`config.mk`:
```
export PLATFORM = sky130hd
export DESIGN_NAME = dm_dump_streamer
export DESIGN_NICKNAME = d
export VERILOG_FILES = /design/src/rtl/dm_dump_streamer.sv
export SDC_FILE = /design/constraint.sdc
export NUM_CORES = 1
export LEC_CHECK = 0
export ABC_AREA = 1
export BUFFER_PORTS_ARGS = -buffer_cell sky130_fd_sc_hd__buf_2
export CELL_PAD_IN_SITES_DETAIL_PLACEMENT = 0
export CELL_PAD_IN_SITES_GLOBAL_PLACEMENT = 2
export CORE_MARGIN = 2
export CORE_UTILIZATION = 26
export CTS_BUF_LIST = sky130_fd_sc_hd__clkbuf_4 sky130_fd_sc_hd__clkbuf_8 sky130_fd_sc_hd__clkbuf_16
export CTS_CLUSTER_DIAMETER = 50
export DETAILED_ROUTE_END_ITERATION = 10
export PLACE_DENSITY_LB_ADDON = 0.1
export REMOVE_ABC_BUFFERS = 1
export SYNTH_ARGS = -nofsm -noshare
export SYNTH_HDL_FRONTEND = slang
export SYNTH_SLANG_ARGS = --single-unit
```
`constraint.sdc`:
```
create_clock -name clk -period 1.5 [get_ports clk]
set_input_delay 0.3 -clock clk [delete_from_list [all_inputs] [get_ports clk]]
set_output_delay 0.3 -clock clk [all_outputs]
set_load 0.03 [all_outputs]
```
`src/rtl/dm_dump_streamer.sv`:
```
// Drains a block of DM words onto a valid/ready byte stream, MSB first.
// Optional trailing 32-bit sum of the dumped words when DUMP_CHECKSUM_EN is defined.
module dm_dump_streamer #(
  parameter int ADDR_W = 10
) (
  input  logic              clk,
  input  logic              rst,
  input  logic              start,
  input  logic [ADDR_W-1:0] base_addr,
  input  logic [ADDR_W:0]   word_cnt,
  output logic              mem_rd,
  output logic [ADDR_W-1:0] mem_addr,
  input  logic [31:0]       mem_rdata,
  output logic [7:0]        tx_data,
  output logic              tx_valid,
  input  logic              tx_ready,
  output logic              busy,
  output logic              done
);

  typedef enum logic [2:0] {
    S_IDLE,
    S_READ,
    S_LOAD,
    S_SEND,
`ifdef DUMP_CHECKSUM_EN
    S_CSUM,
`endif
    S_DONE
  } state_t;

  localparam logic [ADDR_W:0] MaxCnt = {1'b1, {ADDR_W{1'b0}}};

  state_t            state_q, state_d;
  logic [ADDR_W-1:0] addr_q, addr_d;
  logic [ADDR_W:0]   remain_q, remain_d;
  logic [31:0]       shreg_q, shreg_d;
  logic [1:0]        idx_q, idx_d;
`ifdef DUMP_CHECKSUM_EN
  logic [31:0]       csum_q, csum_d;
`endif

  always_ff @(posedge clk or negedge rst) begin
    if (!rst) begin
      state_q  <= S_IDLE;
      addr_q   <= '0;
      remain_q <= '0;
      shreg_q  <= '0;
      idx_q    <= '0;
`ifdef DUMP_CHECKSUM_EN
      csum_q   <= '0;
`endif
    end else begin
      state_q  <= state_d;
      addr_q   <= addr_d;
      remain_q <= remain_d;
      shreg_q  <= shreg_d;
      idx_q    <= idx_d;
`ifdef DUMP_CHECKSUM_EN
      csum_q   <= csum_d;
`endif
    end
  end

  always_comb begin
    state_d  = state_q;
    addr_d   = addr_q;
    remain_d = remain_q;
    shreg_d  = shreg_q;
    idx_d    = idx_q;
`ifdef DUMP_CHECKSUM_EN
    csum_d   = csum_q;
`endif
    case (state_q)
      S_IDLE: begin
        if (start) begin
          addr_d   = base_addr;
          // Counts beyond the DM depth would only re-read wrapped words.
          remain_d = (word_cnt > MaxCnt) ? MaxCnt : word_cnt;
`ifdef DUMP_CHECKSUM_EN
          csum_d   = '0;
`endif
          state_d  = (word_cnt == '0) ? S_DONE : S_READ;
        end
      end
      S_READ: state_d = S_LOAD;
      S_LOAD: begin
        shreg_d  = mem_rdata;
        idx_d    = '0;
        remain_d = remain_q - (ADDR_W + 1)'(1);
`ifdef DUMP_CHECKSUM_EN
        csum_d   = csum_q + mem_rdata;
`endif
        state_d  = S_SEND;
      end
      S_SEND: begin
        if (tx_ready) begin
          if (idx_q == 2'd3) begin
            if (remain_q != '0) begin
              addr_d  = addr_q + ADDR_W'(1);
              state_d = S_READ;
            end else begin
`ifdef DUMP_CHECKSUM_EN
              shreg_d = csum_q;
              idx_d   = '0;
              state_d = S_CSUM;
`else
              state_d = S_DONE;
`endif
            end
          end else begin
            shreg_d = {shreg_q[23:0], 8'h00};
            idx_d   = idx_q + 2'd1;
          end
        end
      end
`ifdef DUMP_CHECKSUM_EN
      S_CSUM: begin
        if (tx_ready) begin
          if (idx_q == 2'd3) begin
            state_d = S_DONE;
          end else begin
            shreg_d = {shreg_q[23:0], 8'h00};
            idx_d   = idx_q + 2'd1;
          end
        end
      end
`endif
      S_DONE:  state_d = S_IDLE;
      default: state_d = S_IDLE;
    endcase
  end

  assign mem_rd   = (state_q == S_READ);
  assign mem_addr = addr_q;
  assign tx_data  = shreg_q[31:24];
`ifdef DUMP_CHECKSUM_EN
  assign tx_valid = (state_q == S_SEND) || (state_q == S_CSUM);
`else
  assign tx_valid = (state_q == S_SEND);
`endif
  assign busy     = (state_q != S_IDLE) && (state_q != S_DONE);
  assign done     = (state_q == S_DONE);

endmodule
```
# After elaboration in Yosys (flattened, before gate mapping)
# Cells that the tools add are included.
[word_totals] mem_bits_ro=0 register_bits=58 input_bits=57 mem_count=0 out_inout_bits=22 ram_bits=0 elab_cells=52 latchBits=0
[classes] muxes=20 reduce_logical=12 add_sub_neg=3 eq_ne=11 multipliers=0 bitwise_logic=0 shifts=0 order_cmp=1 n_div=0
[op_table] op="$mux 32" count=2
[op_table] op="$pmux 32 s2" count=1
[op_table] op="$mux 10" count=4
[op_table] op="$mux 11" count=2
[op_table] op="$pmux 11 s2" count=1
[op_table] op="$pmux 10 s2" count=1
[op_table] op="$mux 3" count=5
[op_table] op="$pmux 3 s4" count=1
[op_table] op="$gt 11x11->1 const B" count=1
[op_table] op="$logic_not 11->1" count=1
[op_table] op="$reduce_bool 11->1" count=1
[op_table] op="$sub 11x1->11 const B" count=1
[op_table] op="$add 10x1->10 const B" count=1
[op_table] op="$eq 3x2->1 const B" count=2
[op_table] op="$ne 2x1->1 const B" count=3
[op_table] op="$reduce_and 3->1" count=2
[op_table] op="$reduce_bool 2->1" count=3
[op_table] op="$reduce_and 5->1" count=1
[op_table] op="$mux 2" count=2
[op_table] op="$ne 2x2->1 const B" count=2
[op_table] op="$pmux 2 s2" count=1
[op_table] op="$eq 3x1->1 const B" count=1
[op_table] op="$eq 3x3->1 const B" count=1
[op_table] op="$logic_not 3->1" count=1
[op_table] op="other kinds (6)" count=6

# Longest topological paths before layout
# Gate-level depths: netlist (run 1).
[depth] word_depth=5 ltp_mapped=10

# Least setup slack after synthesis (run 1)
# No wires, ideal clock.
[synth_timing] path_type="flip-flop to output port" start="register state_q[0]" end="output port done" setup_slack_ns=-0.258 n_path_buf=1 arrival_time_ns=1.458 path_stages_with_launch=5 required_time_ns=1.200 path_cell_list="dfrtp_1 > inv_2 > clkbuf_1 > nand2_1 > nor2_1"
[synth_via] elab_chain_cells=1
[synth_lines] item="start: declaration" line="34" text="state_t state_q, state_d;"
[synth_lines] item="start signal: assignment" line="54" text="state_q <= state_d;"
[synth_lines] item="$eq 3x3->1" line="143" text="assign done = (state_q == S_DONE);"
[synth_lines] item="end: declaration" line="18" text="output logic done"
# No other way between the ends.

# Worst setup path in the final report (run 1)
[layout_timing] start="register state_q[2]" end="output port mem_rd"
[layout_via] elab_chain_cells=1
[layout_lines] item="$eq 3x1->1" line="134" text="assign mem_rd = (state_q == S_READ);"
[layout_lines] item="end: declaration" line="11" text="output logic mem_rd,"
# No other way between the ends.

==> reports/results.txt, run 1 <==
commonest cells in the netlist - nand2_1, dfrtp_1, nor2_1, inv_1, o21ai_0
clock power share - 17.4%
die height - 116 um
failing checks - negative setup slack
Post-DP HPWL - 6.91 mm
worst hold path depth - 3
Hold WS - 0.177 ns
Startpoint Class - flip-flop
CP Capture Type - primary output
Hold Crit Start - mem_rdata[7]
sequential cell area fraction in the yosys report - 44.2%
core area - 12500 um2
largest net degree at the start of global routing - 59
total CTS buffers - 9
Period Utilization, post-route - 101%
die extent in x - 116 um
EDFF count, synth - 0
Tmin final - 1.51 ns
area growth from synthesis to layout - 43.3%
post-synthesis register bit count - 58
main combinational cell family by area after synthesis - simple AND/OR/NAND/NOR gates
Synth cell types - 28
outcome - finished with violations
Post-Syn Instances - 463
adder-cell share of the synthesized area - 1.14%
H-tree depth - 3
number of diodes - 0
worst setup margin - -0.00983 ns
final wirelength - 9.92 mm
asr flop ratio synth - 100%
Internal - 6.28 mW
fmax - 662 MHz
placed cell area - 4050 um2
vias in the first global route - 3146
latest clock arrival within the worst-skew pair - 0.32 ns
Synth area leader - dfrtp_1
HP Class - in -> reg
Critical Path RT - 1.20 ns
Iter 0 DRT Violations - 139
I/O pins - 79
Yosys top cell area share - 44.2%
cell with the most instances after synthesis - nand2_1
port bufs - 78
predominant post-synthesis flop cell - dfrtp_1
Critical Path Fanout Max - 2
reg2reg end - shreg_q[9]
XOR/XNOR Fraction of Synth Area - 0.801%
share of cells above drive strength 1 - 31.3%
antenna violations before repair - 0
clk root buf - clkbuf_16
nets - 641
post-DR wirelength/cell - 13.1 um
GRT Total Usage - 15.0%
mux cell area share after synthesis - 0%
Worst Path Arrival - 1.21 ns
CTS tree - done
synth top area cells - dfrtp_1, nand2_1, nor2_1
fin. max-slew vios - 0
# DRC - 0
MaxCap Viol Count - 0
mean post-synth cell area - 7.09 um2
vias per inst - 4.32
Final Hold Viols - 0
first-pass GRT wire length - 15.7 mm
DRT antenna net count - 0
final RePlAce weighted congestion - 0.780
relative slew slack - 76.8%
Cell Pwr Density - 2350 nW/um2
Reg power frac - 25.7%
# setup viols final - 1
Worst Hold End - shreg_q[7]
Filler Cells Inserted - 1364
Max Root-Sink Buffers - 2
setup_tns - -0.00983 ns
fraction of power spent switching nets - 43.1%
Starting Density - 26.3%
Worst VDD drop - 0.000662 V
Compound-Gate Fraction of Synth Area - 11.8%
Yosys warning count - 0
die area - 13500 um2
Pre-antenna DRT Iters - 4
Final Util - 37.7%
worst reg2reg path startpoint - idx_q[0]
Sink Count - 58
P_sw - 4.75 mW
worst clock skew - 0.00688 ns
worst reg2reg path depth - 7
fin area - 4700 um2
vias post-DR - 3267
post-synthesis share of cell area spent on and, or, nand and nor gates - 31.0%
RSZ-0062 raised after global routing - yes
Crit Path Category - reg -> out
LEAKAGE - 2.40 nW
Slew @ Worst Pin - 0.345 ns
row count - 41
Worst-path clk slew - 0.05 ns
reg2reg setup slack - 0.04 ns
Post-Syn Area - 3280 um2
gr ovfl total - 0
combinational power share - 56.9%
==> routing by layer <==
| layer | global-route usage, % | routed length [um] | vias to the layer above |
|---|---|---|---|
| met2 | 25.1 | 4610 | 63 |
| met3 | 3.22 | 374 | 10 |
| met4 | 3.81 | 114 | 0 |
| met5 | 0 | 0 | - |
| li1 | - | - | 1703 |
| met1 | 20.0 | 4820 | 1491 |
==> placed cells by master (no fill, tap or decap), types with 2 or more instances in the layout <==
cell type | synthesis | layout
o21ai_0 | 28 | 24
a21oi_1 | 11 | 10
dfrtp_1 | 58 | 58
nand2_1 | 152 | 147
nand3_1 | 26 | 26
nor2_1 | 56 | 47
xor2_1 | 2 | 2
buf_8 | 0 | 2
ha_2 | 0 | 2
clkbuf_8 | 0 | 3
nor3_1 | 5 | 4
o21bai_1 | 2 | 2
inv_2 | 6 | 7
clkbuf_16 | 0 | 13
nor2_2 | 1 | 8
a31oi_1 | 13 | 13
nand2_2 | 3 | 6
buf_2 | 8 | 74
o21ai_2 | 1 | 5
buf_12 | 0 | 5
buf_4 | 9 | 38
nand4_1 | 3 | 3
o22ai_1 | 13 | 13
inv_1 | 49 | 47
nor2_4 | 0 | 2
nand2_4 | 0 | 2
buf_6 | 3 | 7
==> state kept, by name, summed over array words and instances, names as in the netlist <==
signal / count
state_q: 3
shreg_q: 32
idx_q: 2
mem_addr: 10
remain_q: 11
==> worst max-delay path, cell delays in order (launching register included) <==
cell     delay [ns]
dfrtp_1        0.39
buf_4          0.15
nor3_4         0.19
buf_6          0.16
==> power groups by stage <==
stage | sequential [mW] | clock, mW | combinational, mW
2_1_floorplan | 3.23 | 0 | 2.75
3_3_place_gp | 2.82 | 0 | 5.25
3_5_place_dp | 2.83 | 0 | 5.30
4_1_cts | 2.82 | 1.97 | 5.61
5_1_grt | 2.95 | 2.04 | 7.05
6_report | 2.84 | 1.92 | 6.27
==> cells by family (layout without fill, tap and decap cells) <==
logic type / after synthesis / in the layout
buffers and inverters: 79 / 200
adder cells (fa/ha/maj): 3 / 3
AND/OR/NAND/NOR: 251 / 251
flip-flops: 58 / 58
XOR/XNOR: 3 / 3
AO/OA/AOI/OAI: 69 / 69
==> worst max-delay path by stage <==
| stage | from | endpoint | cells after the start |
|---|---|---|---|
| floorplan | state_q[2] | mem_addr[9] | 10 |
| global placement | state_q[0] | remain_q[3] | 8 |
| detailed placement | idx_q[0] | shreg_q[22] | 6 |
| CTS | state_q[2] | tx_valid | 5 |
| global route | state_q[0] | mem_rd | 4 |
| finish | state_q[2] | mem_rd | 3 |
==> repair_timing <==
| item | 4_1_cts | 5_1_grt |
|---|---|---|
| buffers inserted | 7 | 5 |
| cloned | 0 | 4 |
| hold buffers | 1 | 0 |
| pin swaps | 3 | 11 |
| hold endpoints to repair | 5 | 0 |
| gates resized for setup | 21 | 32 |
| endpoints found under the setup margin | 18 | 47 |
==> layout make-up <==
cell class              instances  area, um2  share of cell area (%)
flip-flops and latches         58       1450                    30.9
inverters                      55        209                    4.45
clock inverters                 2       12.5                   0.266
well taps                     172        215                    4.58
multi-input cells             326       1570                    33.4
clock buffers                  12        267                    5.67
repair buffers                131        975                    20.7
==> metrics by stage <==
step | setup slack (ns) | std cells | power (mW)
4_1_cts | -0.0213 | 748 | 10.4
6_report | -0.00983 | 756 | 11.0
3_3_place_gp | -0.0299 | 726 | 8.07
2_1_floorplan | -1.48 | 439 | 5.97
5_1_grt | -0.0671 | 756 | 12.0
3_5_place_dp | -0.0283 | 726 | 8.13
Note: power is estimated with default switching activity, not from simulation.
==> run 2, diff against run 1 <==
--- a/config.mk
+++ b/config.mk
@@ -9,6 +9,7 @@
 export BUFFER_PORTS_ARGS = -buffer_cell sky130_fd_sc_hd__buf_2
 export CELL_PAD_IN_SITES_DETAIL_PLACEMENT = 0
 export CELL_PAD_IN_SITES_GLOBAL_PLACEMENT = 2
+export CORE_ASPECT_RATIO = 2
 export CORE_MARGIN = 2
 export CORE_UTILIZATION = 26
 export CTS_BUF_LIST = sky130_fd_sc_hd__clkbuf_4 sky130_fd_sc_hd__clkbuf_8 sky130_fd_sc_hd__clkbuf_16
@@ -16,6 +17,7 @@
 export DETAILED_ROUTE_END_ITERATION = 10
 export PLACE_DENSITY_LB_ADDON = 0.1
 export REMOVE_ABC_BUFFERS = 1
+export SKIP_LAST_GASP = 1
 export SYNTH_ARGS = -nofsm -noshare
 export SYNTH_HDL_FRONTEND = slang
 export SYNTH_SLANG_ARGS = --single-unit
==> run 2 against run 1 <==
Effect of this change:
- cell count decreased by 1.3%
- sequential power about the same
- combinational power increased by 10%
- via count increased by 2.4%
- critical path depth increased by 2
- fmax decreased by 3.9%
- critical endpoint is now tx_valid
- die area increased by 0.40%
- critical path type unchanged
- hold slack improved by 0.0089 ns
- largest power group unchanged
- setup slack got worse by 0.062 ns
- the run still ends with negative setup slack left
==> reports/results.txt, run 2 (same netlist as run 1, synthesis figures left out) <==
total CTS buffers - 9
DRT antenna net count - 0
Critical Path Fanout Max - 4
post-DR wirelength/cell - 15.1 um
Pre-antenna DRT Iters - 4
core area - 12500 um2
Period Utilization, post-route - 105%
Sink Count - 58
GRT Total Usage - 16.7%
LEAKAGE - 2.48 nW
Final Util - 39.1%
reg2reg end - mem_addr[9]
die area - 13600 um2
H-tree depth - 3
final wirelength - 11.2 mm
share of cells above drive strength 1 - 34.9%
Slew @ Worst Pin - 0.356 ns
MaxCap Viol Count - 0
Placed Instances - 708
worst setup margin - -0.0714 ns
Final Hold Viols - 0
nets - 651
CP cell instances - inv_2, nand2_4, nor2_4, buf_6, buf_6
Worst-path clk slew - 0.05 ns
area growth from synthesis to layout - 48.7%
fmax - 636 MHz
Critical Path RT - 1.20 ns
Setup crit start - state_q[2]
commonest non-fill, non-tap cells in the layout - nand2_1, buf_2, dfrtp_1, nor2_1, inv_1
I/O pins - 79
gr ovfl total - 0
die extent in x - 83.4 um
Worst Setup EP - tx_valid
Crit Path Category - reg -> out
Post-DP HPWL - 8.05 mm
Max Root-Sink Buffers - 2
Crit-path slowest cell - dfrtp_1
reg2reg setup slack - -0.01 ns
Cell Pwr Density - 2430 nW/um2
vias post-DR - 3345
CTS tree - done
vias in the first global route - 3349
max incr delay on CP - 0.40 ns
HP Class - in -> reg
relative slew slack - 76.2%
CP dominant cell by count - buf_6
latest clock arrival within the worst-skew pair - 0.33 ns
max reg flops - 32
Largest Register - shreg_q
# DRC - 0
vias per inst - 4.48
placed cell area - 4060 um2
failing checks - negative setup slack
row count - 58
RSZ-0062 raised after global routing - yes
fin. max-slew vios - 0
Tmin final - 1.57 ns
Starting Density - 26.3%
worst reg2reg path startpoint - state_q[2]
CP Capture Type - primary output
most common cell after layout, fill and taps aside - nand2_1
outcome - finished with violations
first-pass GRT wire length - 17.3 mm
fin area - 4880 um2
Final Instance Count excl. Fillers - 746
number of diodes - 0
clk root buf - clkbuf_16
Worst Path Arrival - 1.27 ns
worst reg2reg path depth - 11
largest net degree at the start of global routing - 59
final RePlAce weighted congestion - 0.830
die height - 163 um
Iter 0 DRT Violations - 202
antenna violations before repair - 0
Startpoint Class - flip-flop
# setup viols final - 6
Worst VDD drop - 0.000813 V
worst clock skew - 0.00717 ns
port bufs - 78
## run 2: timing repair
action	in CTS	in global routing
setup buffers	10	8
hold buffers	1	0
pin swaps	2	27
hold endpoints to repair	22	0
cloned	2	4
setup endpoints to repair	29	55
gates resized for setup	29	59
## run 2: layer usage
metal / share of wire (%) / routed length (um) / up-vias / GRT usage, %
met3: 2.8 / 317 / 18 / 2.48
met2: 59 / 6660 / 71 / 33.4
met4: 2.9 / 325 / 0 / 6.89
li1: - / - / 1724 / -
met5: 0 / 0 / - / 0
met1: 35 / 3940 / 1532 / 16.7
## run 2: final cells by class
class                      instances  area (um2)
tap                              150         188
clock buffer                      10         233
clock inverter                     6        66.3
sequential                        58        1450
timing repair inverter             1        11.3
multi-input combinational        326        1660
fill                            1360        7600
inverter                          55         216
timing repair buffer             140        1050
## run 2: power breakdown
part | switching (mW) | internal [mW]
Clock | 0.755 | 1.31
Sequential | 0.556 | 2.32
Combinational | 3.90 | 3.01
Total | 5.21 | 6.63
## run 2: worst max-delay path, delay by kind of cell (launching register included)
family | cells | cell delay [ns]
flip-flops | 1 | 0.40
AND/OR/NAND/NOR | 2 | 0.17
buffers and inverters | 3 | 0.38
## run 2: through the flow
stage,power (mW),worst slack (ns),hold WS (ns),TNS (ns)
floorplan,5.97,-1.48,0.00441,-47.10
global placement,8.16,-0.0507,0.343,-0.346
detailed placement,8.22,-0.0696,0.339,-0.562
CTS,11.1,-0.103,0.176,-0.613
global route,12.9,-0.145,0.186,-2.02
finish,11.8,-0.0714,0.186,-0.106
## run 2: how the worst min path moves through the flow
stage	from	to	slack, ns	depth (start not counted)
finish	mem_rdata[6]	shreg_q[6]	0.19	3
global route	mem_rdata[1]	shreg_q[1]	0.19	3
CTS	word_cnt[4]	remain_q[4]	0.18	3
detailed placement	rst	shreg_q[27]	0.34	2
global placement	rst	shreg_q[27]	0.34	2
floorplan	rst	idx_q[0]	0.004	0
==> run 3, diff against run 2 <==
--- a/config.mk
+++ b/config.mk
@@ -6,6 +6,7 @@
 export NUM_CORES = 1
 export LEC_CHECK = 0
 export ABC_AREA = 1
+export ABC_CLOCK_PERIOD_IN_PS = 1500
 export BUFFER_PORTS_ARGS = -buffer_cell sky130_fd_sc_hd__buf_2
 export CELL_PAD_IN_SITES_DETAIL_PLACEMENT = 0
 export CELL_PAD_IN_SITES_GLOBAL_PLACEMENT = 2
@@ -15,6 +16,7 @@
 export CTS_BUF_LIST = sky130_fd_sc_hd__clkbuf_4 sky130_fd_sc_hd__clkbuf_8 sky130_fd_sc_hd__clkbuf_16
 export CTS_CLUSTER_DIAMETER = 50
 export DETAILED_ROUTE_END_ITERATION = 10
+export MAX_ROUTING_LAYER = met4
 export PLACE_DENSITY_LB_ADDON = 0.1
 export REMOVE_ABC_BUFFERS = 1
 export SKIP_LAST_GASP = 1
==> run 3 against run 2 <==
Effect of this change:
- the run still ends with negative setup slack left
- fmax barely moved
- hold slack improved by 0.00065 ns
- die area unchanged
- critical path type unchanged
==> reports/results.txt, run 3 (same netlist as run 1, synthesis figures left out) <==
outcome - finished with violations
failing checks - negative setup slack
Worst-path clk slew - 0.05 ns
Critical Path Fanout Max - 4
# DRC - 0
fmax - 637 MHz
Crit Path Category - reg -> out
worst clock skew - 0.00725 ns
RSZ-0062 raised after global routing - yes
Largest Register - shreg_q
worst reg2reg path depth - 11
LEAKAGE - 2.47 nW
die extent in x - 83.4 um
clk root buf - clkbuf_16
die height - 163 um
HP Class - in -> reg
vias per inst - 4.50
# setup viols final - 3
most common cell after layout, fill and taps aside - nand2_1
placed cell area - 4060 um2
final RePlAce weighted congestion - 0.842
H-tree depth - 3
reg2reg end - mem_addr[5]
fin area - 4870 um2
Post-DP HPWL - 8.05 mm
Final Instance Count excl. Fillers - 746
nets - 651
Tmin final - 1.57 ns
Starting Density - 26.3%
commonest non-fill, non-tap cells in the layout - nand2_1, buf_2, dfrtp_1, nor2_1, inv_1
Max Root-Sink Buffers - 2
setup_tns - -0.0896 ns
Worst Setup EP - tx_valid
Slew @ Worst Pin - 0.342 ns
Period Utilization, post-route - 105%
Pre-antenna DRT Iters - 4
Final Hold Viols - 0
worst reg2reg path startpoint - state_q[2]
CP Capture Type - primary output
first-pass GRT wire length - 17.3 mm
Sink Count - 58
Critical Path RT - 1.20 ns
vias in the first global route - 3339
worst setup margin - -0.0703 ns
max reg flops - 32
CTS tree - done
GRT Total Usage - 17.2%
largest net degree at the start of global routing - 59
DRT antenna net count - 0
share of cells above drive strength 1 - 35.1%
I/O pins - 79
Worst Path Arrival - 1.27 ns
vias post-DR - 3354
relative slew slack - 77.2%
die area - 13600 um2
antenna violations before repair - 0
Setup crit start - state_q[2]
final wirelength - 11.3 mm
post-DR wirelength/cell - 15.1 um
latest clock arrival within the worst-skew pair - 0.33 ns
port bufs - 78
row count - 58
Startpoint Class - flip-flop
reg2reg setup slack - 0 ns
Iter 0 DRT Violations - 213
Cell Pwr Density - 2430 nW/um2
area growth from synthesis to layout - 48.6%
fin. max-slew vios - 0
total CTS buffers - 9
gr ovfl total - 0
Worst VDD drop - 0.000823 V
MaxCap Viol Count - 0
number of diodes - 0
core area - 12500 um2
Placed Instances - 708
==> run 3: changes by cell type in the layout (fill, tap and decap cells not counted) <==
cell,before,now
inv_6,2,3
inv_8,1,0
o21ai_0,23,22
nand2_2,17,18
nand2_1,132,131
o21ai_1,4,5
buf_8,4,3
buf_6,8,9
==> run 3: worst min path at each step <==
stage                       from          end  slack (ns)  depth (start not counted)
global route        mem_rdata[1]   shreg_q[1]        0.19                          3
finish              mem_rdata[6]   shreg_q[6]        0.19                          3
global placement             rst  shreg_q[27]        0.34                          2
floorplan                    rst     idx_q[0]       0.004                          0
detailed placement           rst  shreg_q[27]        0.34                          2
CTS                  word_cnt[4]  remain_q[4]        0.18                          3
==> run 3: routing by layer <==
metal  vias up  wire [um]  global-route usage, %
met5         -          0                      -
met3        22        337                   2.58
met2        74       6600                   33.2
met1      1532       3950                   16.8
li1       1726          -                      -
met4         0        369                   6.89
==> run 3: layout make-up <==
type	instances	area, um2
fillers	1361	7610
inverters	55	216
clock buffers	10	233
repair buffers	140	1040
clock inverters	6	66.3
multi-input cells	326	1670
repair inverters	1	8.76
flip-flops and latches	58	1450
well taps	150	188
==> run 3: what timing repair did <==
item / in CTS / in global routing
endpoints found under the hold margin: 22 / 0
pin swaps: 2 / 26
gates cloned: 2 / 4
hold buffers: 1 / 0
buffers inserted: 10 / 8
endpoints found under the setup margin: 29 / 55
resized for setup: 29 / 59
==> run 3: stage by stage <==
step	hold WS [ns]	util (%)	setup WS (ns)	power [mW]
floorplan	0.00441	-	-1.48	5.97
CTS	0.176	36.8	-0.103	11.1
global route	0.186	39.1	-0.145	12.8
detailed placement	0.339	32.5	-0.0696	8.22
global placement	0.343	32.5	-0.0507	8.16
finish	0.186	39.1	-0.0703	11.8
==> run 3: critical path, stage by stage, from the launching register on <==
cell	delay (ns)
dfrtp_1	0.40
inv_2	0.11
nand2_4	0.06
nor2_4	0.11
buf_6	0.14
buf_6	0.13
==> run 3: power breakdown <==
part / leakage, nW / internal, mW / total (mW) / switching, mW
registers: 0.710 / 2.32 / 2.87 / 0.556
clock network: 0.139 / 1.31 / 2.06 / 0.757
logic: 1.62 / 2.99 / 6.89 / 3.90
